[config.mk]
export PLATFORM = sky130hd
export DESIGN_NAME = cla_seq_multiword_adder
export DESIGN_NICKNAME = d
export VERILOG_FILES = /design/src/rtl/cla_seq_pkg.sv /design/src/rtl/cla_pg_slice8.sv /design/src/rtl/cla_seq_multiword_adder.sv
export SDC_FILE = /design/constraint.sdc
export NUM_CORES = 1
export LEC_CHECK = 0
export CAP_MARGIN = 20
export CORE_ASPECT_RATIO = 0.6
export CORE_UTILIZATION = 46
export CTS_CLUSTER_DIAMETER = 50
export DETAILED_ROUTE_END_ITERATION = 6
export PLACE_DENSITY = 0.83
export SLEW_MARGIN = 25
export SYNTH_ARGS = -nofsm -noshare
export SYNTH_HDL_FRONTEND = slang
export SYNTH_SLANG_ARGS = --single-unit
[constraint.sdc]
create_clock -name clk -period 3 [get_ports clk]
set_clock_uncertainty 0.2 [all_clocks]
set_input_delay 0.6 -clock clk [delete_from_list [all_inputs] [get_ports clk]]
set_output_delay 0.6 -clock clk [all_outputs]
set_load 0.01 [all_outputs]
[src/rtl/cla_seq_pkg.sv]
// Shared types for the sequential carry-lookahead multiword adder.
package cla_seq_pkg;
  localparam int SLICE_W = 8;

  typedef enum logic [1:0] {IDLE, ADD, DONE} state_e;

  typedef logic [SLICE_W-1:0] slice_t;
endpackage

[src/rtl/cla_pg_slice8.sv]
// Combinational 8-bit carry-lookahead slice: g/p generation and flattened
// sum-of-products carries (no carry depends on another computed carry).
module cla_pg_slice8
  import cla_seq_pkg::*;
(
  input  slice_t a,
  input  slice_t b,
  input  logic   carry_in,
  output slice_t sum,
  output logic   c7,
  output logic   c8
);
  slice_t g;
  slice_t p;
  logic [SLICE_W:0] c;

  assign g    = a & b;
  assign p    = a ^ b;
  assign c[0] = carry_in;

  genvar gi;
  generate
    for (gi = 0; gi < SLICE_W; gi++) begin : g_carry
      logic c_bit;
      // c[gi+1] = carry_in&p[gi..0] | OR_k g[k]&p[gi..k+1]
      always_comb begin
        logic acc;
        logic term;
        acc = carry_in;
        for (int m = 0; m <= gi; m++) acc = acc & p[m];
        for (int k = 0; k <= gi; k++) begin
          term = g[k];
          for (int m = k + 1; m <= gi; m++) term = term & p[m];
          acc = acc | term;
        end
        c_bit = acc;
      end
      assign c[gi+1] = c_bit;
    end
  endgenerate

  assign sum = p ^ c[SLICE_W-1:0];
  assign c7  = c[SLICE_W-1];
  assign c8  = c[SLICE_W];
endmodule

[src/rtl/cla_seq_multiword_adder.sv]
// Wide adder reusing one 8-bit lookahead slice over WORDS cycles, with
// valid/ready handshakes on operand and result sides.
module cla_seq_multiword_adder
  import cla_seq_pkg::*;
#(
  parameter int WORDS = 4
) (
  input  logic                   clk,
  input  logic                   rst_n,
  input  logic                   in_valid,
  output logic                   in_ready,
  input  logic [WORDS*8-1:0]     a,
  input  logic [WORDS*8-1:0]     b,
  input  logic                   cin,
  output logic                   out_valid,
  input  logic                   out_ready,
  output logic [WORDS*8-1:0]     sum,
  output logic                   cout,
  output logic                   overflow
);
  localparam int W     = WORDS * SLICE_W;
  localparam int IDX_W = (WORDS > 1) ? $clog2(WORDS) : 1;
  localparam logic [IDX_W-1:0] LAST_IDX = IDX_W'(WORDS - 1);

  state_e           state_reg, state_next;
  logic [W-1:0]     a_reg, b_reg, sum_reg;
  logic             carry_reg, cout_reg, overflow_reg;
  logic [IDX_W-1:0] idx_reg;

  slice_t slice_a, slice_b, slice_sum;
  logic   slice_c7, slice_c8;
  logic   accept;
  logic   last_word;

  assign accept    = (state_reg == IDLE) && in_valid;
  assign last_word = (idx_reg == LAST_IDX);

  // Byte mux with constant part-selects keeps indexing in range for any WORDS.
  always_comb begin
    slice_a = '0;
    slice_b = '0;
    for (int k = 0; k < WORDS; k++) begin
      if (idx_reg == IDX_W'(k)) begin
        slice_a = a_reg[k*SLICE_W +: SLICE_W];
        slice_b = b_reg[k*SLICE_W +: SLICE_W];
      end
    end
  end

  cla_pg_slice8 u_slice (
    .a        (slice_a),
    .b        (slice_b),
    .carry_in (carry_reg),
    .sum      (slice_sum),
    .c7       (slice_c7),
    .c8       (slice_c8)
  );

  always_comb begin
    state_next = state_reg;
    case (state_reg)
      IDLE:    if (in_valid) state_next = ADD;
      ADD:     if (last_word) state_next = DONE;
      DONE:    if (out_ready) state_next = IDLE;
      default: state_next = IDLE;
    endcase
  end

  always_ff @(posedge clk or negedge rst_n) begin
    if (!rst_n) state_reg <= IDLE;
    else        state_reg <= state_next;
  end

  always_ff @(posedge clk or negedge rst_n) begin
    if (!rst_n) begin
      a_reg        <= '0;
      b_reg        <= '0;
      sum_reg      <= '0;
      carry_reg    <= 1'b0;
      cout_reg     <= 1'b0;
      overflow_reg <= 1'b0;
      idx_reg      <= '0;
    end else if (accept) begin
      a_reg     <= a;
      b_reg     <= b;
      carry_reg <= cin;
      idx_reg   <= '0;
    end else if (state_reg == ADD) begin
      for (int k = 0; k < WORDS; k++) begin
        if (idx_reg == IDX_W'(k)) sum_reg[k*SLICE_W +: SLICE_W] <= slice_sum;
      end
      carry_reg <= slice_c8;
      if (last_word) begin
        cout_reg     <= slice_c8;
        overflow_reg <= slice_c7 ^ slice_c8;
        idx_reg      <= '0;
      end else begin
        idx_reg <= idx_reg + 1'b1;
      end
    end
  end

  assign in_ready  = (state_reg == IDLE);
  assign out_valid = (state_reg == DONE);
  assign sum       = sum_reg;
  assign cout      = cout_reg;
  assign overflow  = overflow_reg;
endmodule

Word level (Yosys, flattened, before mapping). Index checks and enable logic that the tools add are counted.

Bits in registers: 103. Input port bits: 69. Output and inout port bits: 36. Word-level logic and storage cells: 123.

$add $sub $neg: 1. Equality and inequality tests: 8. Mux-type cells: 17. Bitwise logic cells: 77. Reduce and logical (&&, ||, !) cells: 9.

Operators by type and width (count): 8-bit 2-to-1 mux (8); 1-bit AND (36); 1-bit OR (36); 8-bit XOR (2); 3-bit AND reduction (5); 2-bit 2-to-1 mux (6); 8-bit AND (1); 2-bit == test, second input constant (3); 2-bit one-hot mux with 3 select lines (1); 2-bit by 1-bit == test with 1-bit output, second input constant (2); 2-bit logical NOT (2); 2-bit != test, second input constant (2); 2-bit by 1-bit adder with 2-bit output, second input constant (1); 1-bit 2-to-1 mux (2); 2-bit by 1-bit != test with 1-bit output, second input constant (1); 2-bit nonzero test (1); 1-bit logical AND (1); 1-bit NOT (1); 1-bit XOR (1).

Logic depth before layout (Yosys ltp). Gate-level depths: netlist (run 1).

Word-level depth: 24. Depth in mapped cells: 15. Gate-level depth less buffers: 14.

Modules after synthesis. From an unflattened synthesis (run 1), not the netlist that was laid out.

Cell total of the unflattened synthesis: 354. Area total of the unflattened synthesis: 4738.3 um^2.

Modules (own cells, without submodules): cla_seq_multiword_adder (times used 1, cells an instance 315, area an instance 4414.2 um^2, sequential area each 2577.5 um^2); cla_pg_slice8 (times used 1, cells an instance 39, area an instance 324.1 um^2, sequential area each 0.0 um^2).

Worst setup path before layout (run 1). Ideal clock, no wire load.

Kind: reg2reg. From: register idx_reg[0]. To: register sum_reg[19], in the netlist sum[19]. Library setup time: 0.132 ns. Data arrival time: 2.743 ns. Data required time: 2.668 ns. Slack: -0.075 ns. Stages on the path, launching flop included: 16. Path buffers: 2. Period minus slack after synthesis: 3.075 ns. Cells stage by stage: dfrtp_1 -> inv_1 -> ha_1 -> clkbuf_1 -> buf_2 -> a221oi_1 -> nor3_1 -> a21oi_1 -> inv_1 -> ha_1 -> ha_1 -> o21a_1 -> o21a_1 -> or3_1 -> nand2_1 -> o21ai_0.

Word-level cells in the longest chain between the ends: 13. Elaborated cells between the ends (all ways): 25. Classes of those cells: eq/ne: 3; mux: 8; bitwise: 12; reduce/logical: 2.

RTL lines: from (decl) (RTL line cla_seq_multiword_adder.sv:28) `logic [IDX_W-1:0] idx_reg;`; from (signal assigned) (RTL line cla_seq_multiword_adder.sv:98) `idx_reg <= idx_reg + 1'b1;`; 2-bit logical NOT (RTL line cla_seq_multiword_adder.sv:43) `if (idx_reg == IDX_W'(k)) begin`; 8-bit 2-to-1 mux (4 in series) (RTL line cla_seq_multiword_adder.sv:43); 8-bit XOR (RTL line cla_pg_slice8.sv:18) `assign p = a ^ b;`; 1-bit AND (3 in series) (RTL line cla_pg_slice8.sv:30) `for (int m = 0; m <= gi; m++) acc = acc & p[m];`; 1-bit OR (3 in series) (RTL line cla_pg_slice8.sv:34) `acc = acc | term;`; 8-bit XOR (RTL line cla_pg_slice8.sv:42) `assign sum = p ^ c[SLICE_W-1:0];`; to (signal, indexed assignment) (RTL line cla_seq_multiword_adder.sv:90) `if (idx_reg == IDX_W'(k)) sum_reg[k*SLICE_W +: SLICE_W] <= slice_sum;`; to (decl) (RTL line cla_seq_multiword_adder.sv:26) `logic [W-1:0] a_reg, b_reg, sum_reg;`.

Parallel ways exist; a longest one is shown, timed or not. A chain may end at the register's enable or synchronous reset.

Worst setup path in the final report (run 1).
From: register idx_reg[0]. To: register sum_reg[30], in the netlist sum[30].

Word-level cells in the longest chain between the ends: 19. Elaborated cells between the ends (all ways): 43. Classes of those cells: eq/ne: 3; mux: 8; bitwise: 30; reduce/logical: 2.

RTL lines (RTL line): 2-bit logical NOT (cla_seq_multiword_adder.sv:43); 8-bit 2-to-1 mux (4 in series) (cla_seq_multiword_adder.sv:43); 8-bit XOR (cla_pg_slice8.sv:18); 1-bit AND (6 in series) (cla_pg_slice8.sv:30); 1-bit OR (6 in series) (cla_pg_slice8.sv:34); 8-bit XOR (cla_pg_slice8.sv:42).

Parallel ways exist; a longest one is shown, timed or not.

==> flow_summary.toml, run 1 <==
[floorplanning]
rows = 28
initial_core_util = 0.480
core_area_um2 = 9980
die-area_um2 = 10800
die_height_um = 81.0
die_w_um = 134
ios = 105

[power]
pwr-share-seq = 0.308
p_per_area_nw_per_um2 = 1230
leakagePower_nw = 3.13
netSwitchingFraction = 0.428
p_clk_frac = 0.131
p_sw_mw = 3.45
peakVddDrop_mv = 0.599
power.combinational.fraction = 0.561
intPower_mw = 4.61

[placed_design]
io_buffers = 104
place_ws_ns = -0.238
placed_area_um2 = 6110
place_hpwl_mm = 9.42
globalplace.congestion = 0.884

[clocking]
cts_max_level = 3
cts_tree = "yes"
cts_hold_buffers = 0
cts_buffers = 9
cts.sinks = 103
cts_root_buf = "clkbuf_16"
clockBufferDepth = 2
clk-insertion-delay-late_ns = 0.35
cts.clk_slew.worst_paths_ns = 0.07

[sta]
fin_crit_sh = 1.07
slew_headroom = 0.521
fmax_ghz = 0.313
maxSlewViolCount = 0
fin_crit_ns = 3.20
hold_viol_final = 0
rsz0062_at_grt = "true"
worst-slew-pin-transition_ns = 0.716
setup_viol_count_final = 23
fin_ws_ns = -0.200

[global_routing]
grt_max_degree = 50
antenna_found_initial = 0
first_global_vias = 4220
grt_pass1_wl_mm = 20.7
grt_overflow = 0
grtUsageTotal = 0.251

[worst_setup_path]
cp.required_ns = 3.01
cp.arrival_ns = 3.21
critPathCaptureType = "flip-flop"
critPathMaxFanout = 5
crit_type = "reg -> reg"
start_kind = "flip-flop"

[final_layout]
final_area_um2 = 6570
antenna_cells = 0
multi_input_area_um2 = 2190
area_delta_synth_final_pct = 37.2
drive_gt1_frac = 0.123
n_fill_cell = 753
regArea_um2 = 2580
final_nets = 761

[synthesis]
ys_types = 39
ys_warn_count = 0
synth_cells = 560
syn_area_per_cell_um2 = 8.55
netlist_top_cells_area = "dfrtp_1, nand2_1, o21ai_0"
synth_seq_area_share = 0.538
yosys.area.top_type = "dfrtp_1"
synth_fp_nets = 643
ys_seq_elements = 103
syn_area_um2 = 4790
synth_top_area_frac = 0.538

[detailed_routing]
firstDrtPassIters = 5
wl_per_cell_um = 16.3
drc = 0
via_per_inst = 5.31
drt-initial-drc-count = 353
ant_nets = 0
wirelength_mm = 13.3
route.vias.total = 4347

[outcome]
violations = "negative setup slack"
status = "finished, violations left"

[min_path]
hold_class = "in -> async"

[job]
maxCapViolations = 0
-- critical path: stages (launching register included) --
cell      delay [ns]
dfrtp_1         0.44
inv_2           0.08
ha_4            0.16
nor2b_4         0.15
a221oi_2        0.26
nor3_2          0.07
a21oi_2         0.14
inv_1           0.07
ha_1            0.28
ha_2            0.16
o21a_1          0.16
nand4_1         0.18
buf_4           0.19
nand3b_4        0.14
mux2i_1         0.27
o211ai_1        0.13
-- placed cells by master, fill, tap and decap left out, types with 2 or more instances in the layout --
cell type and count:
o21a_1 2, buf_4 33, nor2_1 29, a221oi_2 2
nor3_1 4, o21ai_1 14, ha_1 8, nor2b_1 3
ha_4 3, nand2_2 4, clkbuf_16 9, o211ai_1 4
clkinvlp_4 2, o21ai_0 25, nand2_1 242, inv_1 6
a21oi_1 20, ha_2 2, o31ai_1 2, clkdlybuf4s50_1 103
a21o_1 2, o21ai_2 10, clkbuf_1 4, inv_2 2
nand2b_1 5, a22oi_1 12, xnor2_4 2, buf_12 3
dfrtp_1 103, mux2i_1 5
-- per-stage QoR --
stage | std cells | hold slack (ns) | power [mW] | TNS, ns | utilization
finish | 818 | 0.0344 | 8.05 | -2.23 | 0.658
global route | 818 | 0.0635 | 8.58 | -5.60 | 0.658
CTS | 815 | 0.0392 | 7.63 | -1.44 | 0.649
detailed placement | 795 | 0.263 | 6.36 | -4.89 | 0.612
global placement | 795 | 0.263 | 6.15 | -0.0264 | 0.612
floorplan | 560 | 0.104 | 4.75 | 0 | -
-- synthesized netlist by cell type --
cell,instances
nand2_1,244
o21a_1,2
nor2_1,29
nand2b_1,5
nor3_1,5
clkbuf_1,15
mux2i_1,5
nor2b_2,1
fa_1,1
a22oi_1,13
o21ai_1,4
nand2_2,2
nor2b_1,3
or2_2,1
a221oi_1,2
o31ai_1,2
nand3_1,1
nand3b_1,1
a21o_1,2
and2_1,1
a21oi_1,21
a32o_2,1
o21ai_2,3
a211o_1,1
xnor2_2,2
xor2_1,1
ha_1,13
o211ai_2,1
o21ai_0,42
or3_1,1
inv_1,8
buf_2,15
buf_4,1
nand4_1,1
o211ai_1,4
o21ba_2,1
nand3b_2,1
dfrtp_1,103
buf_1,1
-- cells by family (layout without fill, tap and decap cells) --
| kind of cell | Yosys count | in the layout | synth area share |
|---|---|---|---|
| xor gates and xnor gates | 3 | 3 | 0.00862 |
| DFF | 103 | 103 | 0.538 |
| AOI/OAI and AO/OA | 99 | 99 | 0.124 |
| muxes | 5 | 5 | 0.0105 |
| buffers and inverters | 40 | 163 | 0.0361 |
| adders and majority gates | 14 | 14 | 0.0382 |
| and+or+nand+nor | 296 | 296 | 0.244 |
-- power by group through the flow --
stage / sequential (mW) / clock, mW / combinational, mW
2_1_floorplan: 2.42 / 0 / 2.33
3_3_place_gp: 2.45 / 0 / 3.70
3_5_place_dp: 2.47 / 0 / 3.89
4_1_cts: 2.46 / 1.07 / 4.10
5_1_grt: 2.54 / 1.12 / 4.93
6_report: 2.48 / 1.06 / 4.52
-- path summary, 6_finish.rpt --
check	startpoint	end	slack [ns]	cells after the start
setup / recovery	idx_reg[0]$_DFFE_PN0P_	sum[30]$_DFFE_PN0P_	-0.20	15
hold / removal	rst_n	sum[8]$_DFFE_PN0P_	0.03	1
setup reg to reg	idx_reg[0]$_DFFE_PN0P_	sum[30]$_DFFE_PN0P_	-0.20	15
hold reg to reg	a_reg[6]$_DFFE_PN0P_	a_reg[6]$_DFFE_PN0P_	0.28	2
max in group asynchronous	rst_n	b_reg[24]$_DFFE_PN0P_	1.82	2
min in group clk	a_reg[6]$_DFFE_PN0P_	a_reg[6]$_DFFE_PN0P_	0.28	2
-- final cells by class --
class | instances | share of cell area
clock inverter | 3 | 0.00305
clock buffer | 13 | 0.0366
sequential | 103 | 0.392
tap | 135 | 0.0257
multi-input combinational | 417 | 0.334
inverter | 8 | 0.00457
timing repair buffer | 139 | 0.204
-- what timing repair did --
| action | 4_1_cts | 5_1_grt |
|---|---|---|
| hold endpoints to repair | 0 | 0 |
| buffers inserted | 4 | 3 |
| gates resized for setup | 21 | 25 |
| setup endpoints to repair | 27 | 31 |
| pin swaps | 8 | 23 |
-- per-layer routing --
| layer | vias up | GRT usage | share of wire |
|---|---|---|---|
| met2 | 190 | 0.393 | 0.44 |
| met5 | - | 0 | 0 |
| li1 | 2057 | - | - |
| met3 | 19 | 0.0624 | 0.077 |
| met1 | 2081 | 0.344 | 0.46 |
| met4 | 0 | 0.0841 | 0.021 |
No activity file was read; power rests on OpenSTA's default activity.
==> run 2: changes to the inputs <==
Settings changed: GPL_TIMING_DRIVEN set to 0.
==> flow_summary.toml, run 2 (same netlist as run 1, synthesis figures left out) <==
[placed_design]
globalplace.congestion = 0.897
place_ws_ns = -0.536
place_hpwl_mm = 9.96
dp_cells = 800
io_buffers = 104

[sta]
fmax_ghz = 0.300
fin_ws_ns = -0.334
slew_headroom = 0.597
hold_viol_final = 0
rsz0062_at_grt = "true"
maxSlewViolCount = 0
fin_crit_ns = 3.33
setup_viol_count_final = 27
worst-slew-pin-transition_ns = 0.605
fin_crit_sh = 1.11

[final_layout]
antenna_cells = 0
layout.cells.non_filler = 834
drive_gt1_frac = 0.130
n_fill_cell = 763
regArea_um2 = 2580
mostFrequentLayoutCell = "nand2_1"
final_nets = 778
area_delta_synth_final_pct = 38.4
multi_input_area_um2 = 2200
mostFrequentLayoutCells = "nand2_1, clkdlybuf4s50_1, dfrtp_1"

[worst_setup_path]
critPathCaptureType = "flip-flop"
start_kind = "flip-flop"
cp.arrival_ns = 3.34
critPathMaxFanout = 5
crit_type = "reg -> reg"
cp.required_ns = 3.00

[floorplanning]
ios = 105
die_w_um = 134
initial_core_util = 0.480
core_area_um2 = 9980
rows = 28
die_height_um = 81.0
die-area_um2 = 10800

[detailed_routing]
firstDrtPassIters = 5
drc = 0
wirelength_mm = 14.2
wl_per_cell_um = 17.0
route.vias.total = 4465
drt-initial-drc-count = 410
via_per_inst = 5.35
ant_nets = 0

[global_routing]
grt_pass1_wl_mm = 21.9
first_global_vias = 4393
antenna_found_initial = 0
grtUsageTotal = 0.270
grt_max_degree = 73
grt_overflow = 0

[clocking]
cts.clk_slew.worst_paths_ns = 0.06
cts.sinks = 103
cts_tree = "yes"
clk-insertion-delay-late_ns = 0.35
cts_root_buf = "clkbuf_16"
clockBufferDepth = 2
cts_buffers = 9
cts_max_level = 3

[power]
leakagePower_nw = 3.17
p_per_area_nw_per_um2 = 1210
peakVddDrop_mv = 0.533

[job]
maxCapViolations = 0

[outcome]
violations = "negative setup slack"
status = "finished, violations left"

[min_path]
hold_class = "reg -> reg"
## run 2: changes by cell type in the layout (fill, tap and decap cells not counted), sizes merged
cell         before  now
buf              36   38
clkbuf           13   25
clkinv            1    3
clkinvlp          2    1
dlygate4sd3       0    1
## run 2: layer usage
| metal | vias up | wire (µm) | global-route usage |
|---|---|---|---|
| li1 | 2094 | - | - |
| met1 | 2117 | 6370 | 0.369 |
| met2 | 224 | 6330 | 0.402 |
| met3 | 30 | 1220 | 0.0811 |
| met4 | 0 | 296 | 0.108 |
| met5 | - | 0 | 0 |
## run 2: path summary, 6_finish.rpt
check,startpoint,to,slack (ns),depth (start not counted)
worst max register to register,idx_reg[0]$_DFFE_PN0P_,sum[30]$_DFFE_PN0P_,-0.33,15
worst max-delay path,idx_reg[0]$_DFFE_PN0P_,sum[30]$_DFFE_PN0P_,-0.33,15
worst min register to register,sum[3]$_DFFE_PN0P_,sum[3]$_DFFE_PN0P_,0.27,2
max in group asynchronous,rst_n,b_reg[16]$_DFFE_PN0P_,1.45,3
min in group asynchronous,rst_n,a_reg[23]$_DFFE_PN0P_,0.50,2
worst min-delay path,sum[3]$_DFFE_PN0P_,sum[3]$_DFFE_PN0P_,0.27,2
## run 2: cell type report
cell class                      count  share of cell area
Clock inverter                      4             0.00340
Timing Repair Buffer              126               0.185
Inverter                            8             0.00453
Tap cell                          135              0.0255
Buffer                             30              0.0230
Clock buffer                       11              0.0366
Sequential cell                   103               0.389
Multi-Input combinational cell    417               0.333
## run 2: per-stage QoR
step           setup TNS [ns]  power, mW  cell area [µm²]  utilization  hold WS, ns
2_1_floorplan               0       4.75             4800            -        0.104
3_3_place_gp          -265.91       5.94             6010        0.602        0.258
3_5_place_dp           -12.61       6.13             6040        0.605        0.262
4_1_cts                 -3.41       7.71             6550        0.656        0.279
5_1_grt                 -9.49       8.55             6630        0.664        0.297
6_report                -6.77       8.04             6630        0.664        0.275
## run 2: timing repair
item | CTS | global route
resized for setup | 47 | 16
setup endpoints to repair | 30 | 27
hold buffers | 1 | 0
pin swaps | 20 | 14
buffers inserted | 14 | 5
hold endpoints to repair | 31 | 0
cloned | 1 | 0
## run 2: where the power goes
group	switching, mW	total (mW)	internal [mW]
sequential	0.423	2.46	2.04
combinational	2.59	4.51	1.91
clock	0.498	1.08	0.577
## run 2: worst max-delay path, stage by stage (launching register included)
cell and delay [ns]:
dfrtp_2 0.45, inv_2 0.12, ha_4 0.16, nor2b_4 0.26, a221oi_2 0.09, nor3_1 0.25
a21oi_2 0.08, inv_1 0.10, ha_1 0.23, ha_2 0.18, o21a_4 0.23, nand4_1 0.14
buf_4 0.16, nand3b_4 0.16, mux2i_2 0.24, o211ai_1 0.12
==> patch: new RTL, flow settings as in run 1 <==
The parameter `WORDS` goes from 4 to 8.
--- a/src/rtl/cla_seq_multiword_adder.sv
+++ b/src/rtl/cla_seq_multiword_adder.sv
@@ -5,3 +5,3 @@
 #(
-  parameter int WORDS = 4
+  parameter int WORDS = 8
 ) (
Ports: changed (resized a, b and sum); port bits go from 105 to 201. The function was not compared with the original's and may differ.
==> patch against run 1 <==
  * The run still ends with negative setup slack left
  * Sequential cell count increased by 97
  * Count of clock-buffer cells in the layout increased by 5
  * Area after synthesis increased by 89%
  * Via count increased by 98%
  * Routed wire length increased by 120%
  * Setup slack got worse by 0.53 ns
  * Global-route usage increased by 3.9 points
  * Total power increased to 2.5 times the old value
  * Hold slack improved by 0.25 ns
  * Design area increased by 100%
  * First-iteration DRC count increased to 2.7 times the old value
  * Clock power increased by 120%
  * Highest routed layer unchanged
==> patch: results (changes against run 1) <==
| Metric | Value |
|---|---|
| Ranking of synthesized cells by area | dfrtp_1, nand2_1, o21ai_0, a21oi_1, ha_1 |
| CTS H-Tree Depth | 4 (+1) |
| Clock network power | 2.32 mW (+120%) |
| Detailed-placement wirelength estimate | 19700 um (+110%) |
| Iteration-0 DRC Markers | 955 (+170%) |
| Cells after synthesis | 1050 (+88%) |
| Post-synth ARST share | 100% (unchanged) |
| Register area share after synthesis | 55.4% (+1.6 points) |
| Critical-path maximum fanout | 8 (+3) |
| Layout Cells excl Fill | 1580 (+93%) |
| Worst-margin pin slew | 0.660 ns (-0.0565 ns) |
| Setup-failing EPs final | 67 (+190%) |
| Crit-path max cell delay | 0.47 ns (+0.03 ns) |
| Initial antenna violation count | 1 (+1) |
| Failing checks | negative setup slack |
| Met1 wire length | 13300 um (+120%) |
| Pin count of the biggest net entering global routing | 77 (+54%) |
| Setup_tns | -35.21 ns (-32.98 ns) |
| Number of setup buffers added after CTS | 9 (+5) |
| Vias in the first global route | 8400 (+99%) |
| Met3 WL post-DR | 2660 um (+160%) |
| Seq group | 4.86 mW (+96%) |
| Share of cells above drive strength 1 | 17.3% (+5.0 points) |
| First-pass GRT wire length | 45300 um (+120%) |
| Synth cell types | 48 (+23%) |
| Resize count post-CTS | 92 (+340%) |
| Nets@finish | 1449 (+90%) |
| Fin worst setup slack | -0.728 ns (-0.528 ns) |
| Worst vdd ir | 1.59 mV (+160%) |
| Psw | 9.14 mW (+170%) |
| Clk pwr share | 11.4% (-1.7 points) |
| Met1 Usage GRT | 42.7% (+8.4 points) |
| Final wirelength | 29600 um (+120%) |
| Fillcell total | 1417 (+88%) |
| Placed insts | 1535 (+93%) |
| Leakage power | 6.26 nW (+100%) |
| Vias | 8622 (+98%) |
| Setup WS pre-CTS | -0.643 ns (-0.405 ns) |
| Syn nets | 1199 (+86%) |
| Hold Buf Count CTS | 1 (+1) |
| CTS buffer count | 17 (+8) |
| DR WL met2 | 12900 um (+120%) |
| Global Route Usage Sum | 29.0% (+3.9 points) |
| Met2 global-route usage | 43.1% (+3.8 points) |
| Clk Latency, worst-skew pair | 0.44 ns (+0.09 ns) |
| Most frequent cells after synthesis | nand2_1, dfrtp_1, o21ai_0 |
| Clock tree root driver cell | clkbuf_16 |
| Arr. time, crit path | 3.84 ns (+0.63 ns) |
| HP Class | reg2reg |
| GRT met3 Usage | 6.20% (-0.042 points) |
| Placed Area | 11900 um^2 (+95%) |
| # port buffers | 200 (+92%) |
| GPL Wtd Cong | 0.910 (+2.9%) |
| Status | finished with violations |
-- patch: path summary, 6_finish.rpt --
kind	startpoint	to	slack, ns	cells past startpoint
max reg2reg	idx_reg[1]$_DFFE_PN0P_	sum[54]$_DFFE_PN0P_	-0.73	16
min in group asynchronous	rst_n	sum[12]$_DFFE_PN0P_	0.54	2
max in group asynchronous	rst_n	idx_reg[0]$_DFFE_PN0P_	1.30	3
min reg2reg	sum[48]$_DFFE_PN0P_	sum[48]$_DFFE_PN0P_	0.28	2
max	idx_reg[1]$_DFFE_PN0P_	sum[54]$_DFFE_PN0P_	-0.73	16
min	sum[48]$_DFFE_PN0P_	sum[48]$_DFFE_PN0P_	0.28	2
-- patch: cell families after synthesis --
group | count (synthesis) | synth area share, %
DFF | 200 | 55.4
muxes | 5 | 0.624
buffers and inverters | 75 | 3.62
adders and majority gates | 16 | 2.30
and+or+nand+nor | 558 | 24.3
AOI/OAI and AO/OA | 191 | 13.1
xor gates and xnor gates | 5 | 0.693
-- patch: worst reg2reg max path: stages (launching register included) --
cell,delay [ns]
dfrtp_1,0.47
ha_4,0.22
ha_4,0.16
or2_4,0.29
buf_8,0.17
a21oi_2,0.14
a21oi_1,0.09
o21a_1,0.18
o31ai_1,0.26
buf_4,0.17
ha_4,0.21
buf_4,0.15
o211ai_1,0.13
nand2_2,0.16
a41oi_4,0.27
a22o_4,0.25
o21ai_2,0.08
-- patch: area by class of cell --
cell class	count	area (um^2)	area share, %
well taps	266	333	2.53
inverters	13	48.8	0.371
diodes	1	2.50	0.0190
clock inverters	14	161	1.23
flip-flops and latches	200	5010	38.1
repair buffers	293	2910	22.1
clock buffers	18	429	3.26
multi-input cells	775	4270	32.5
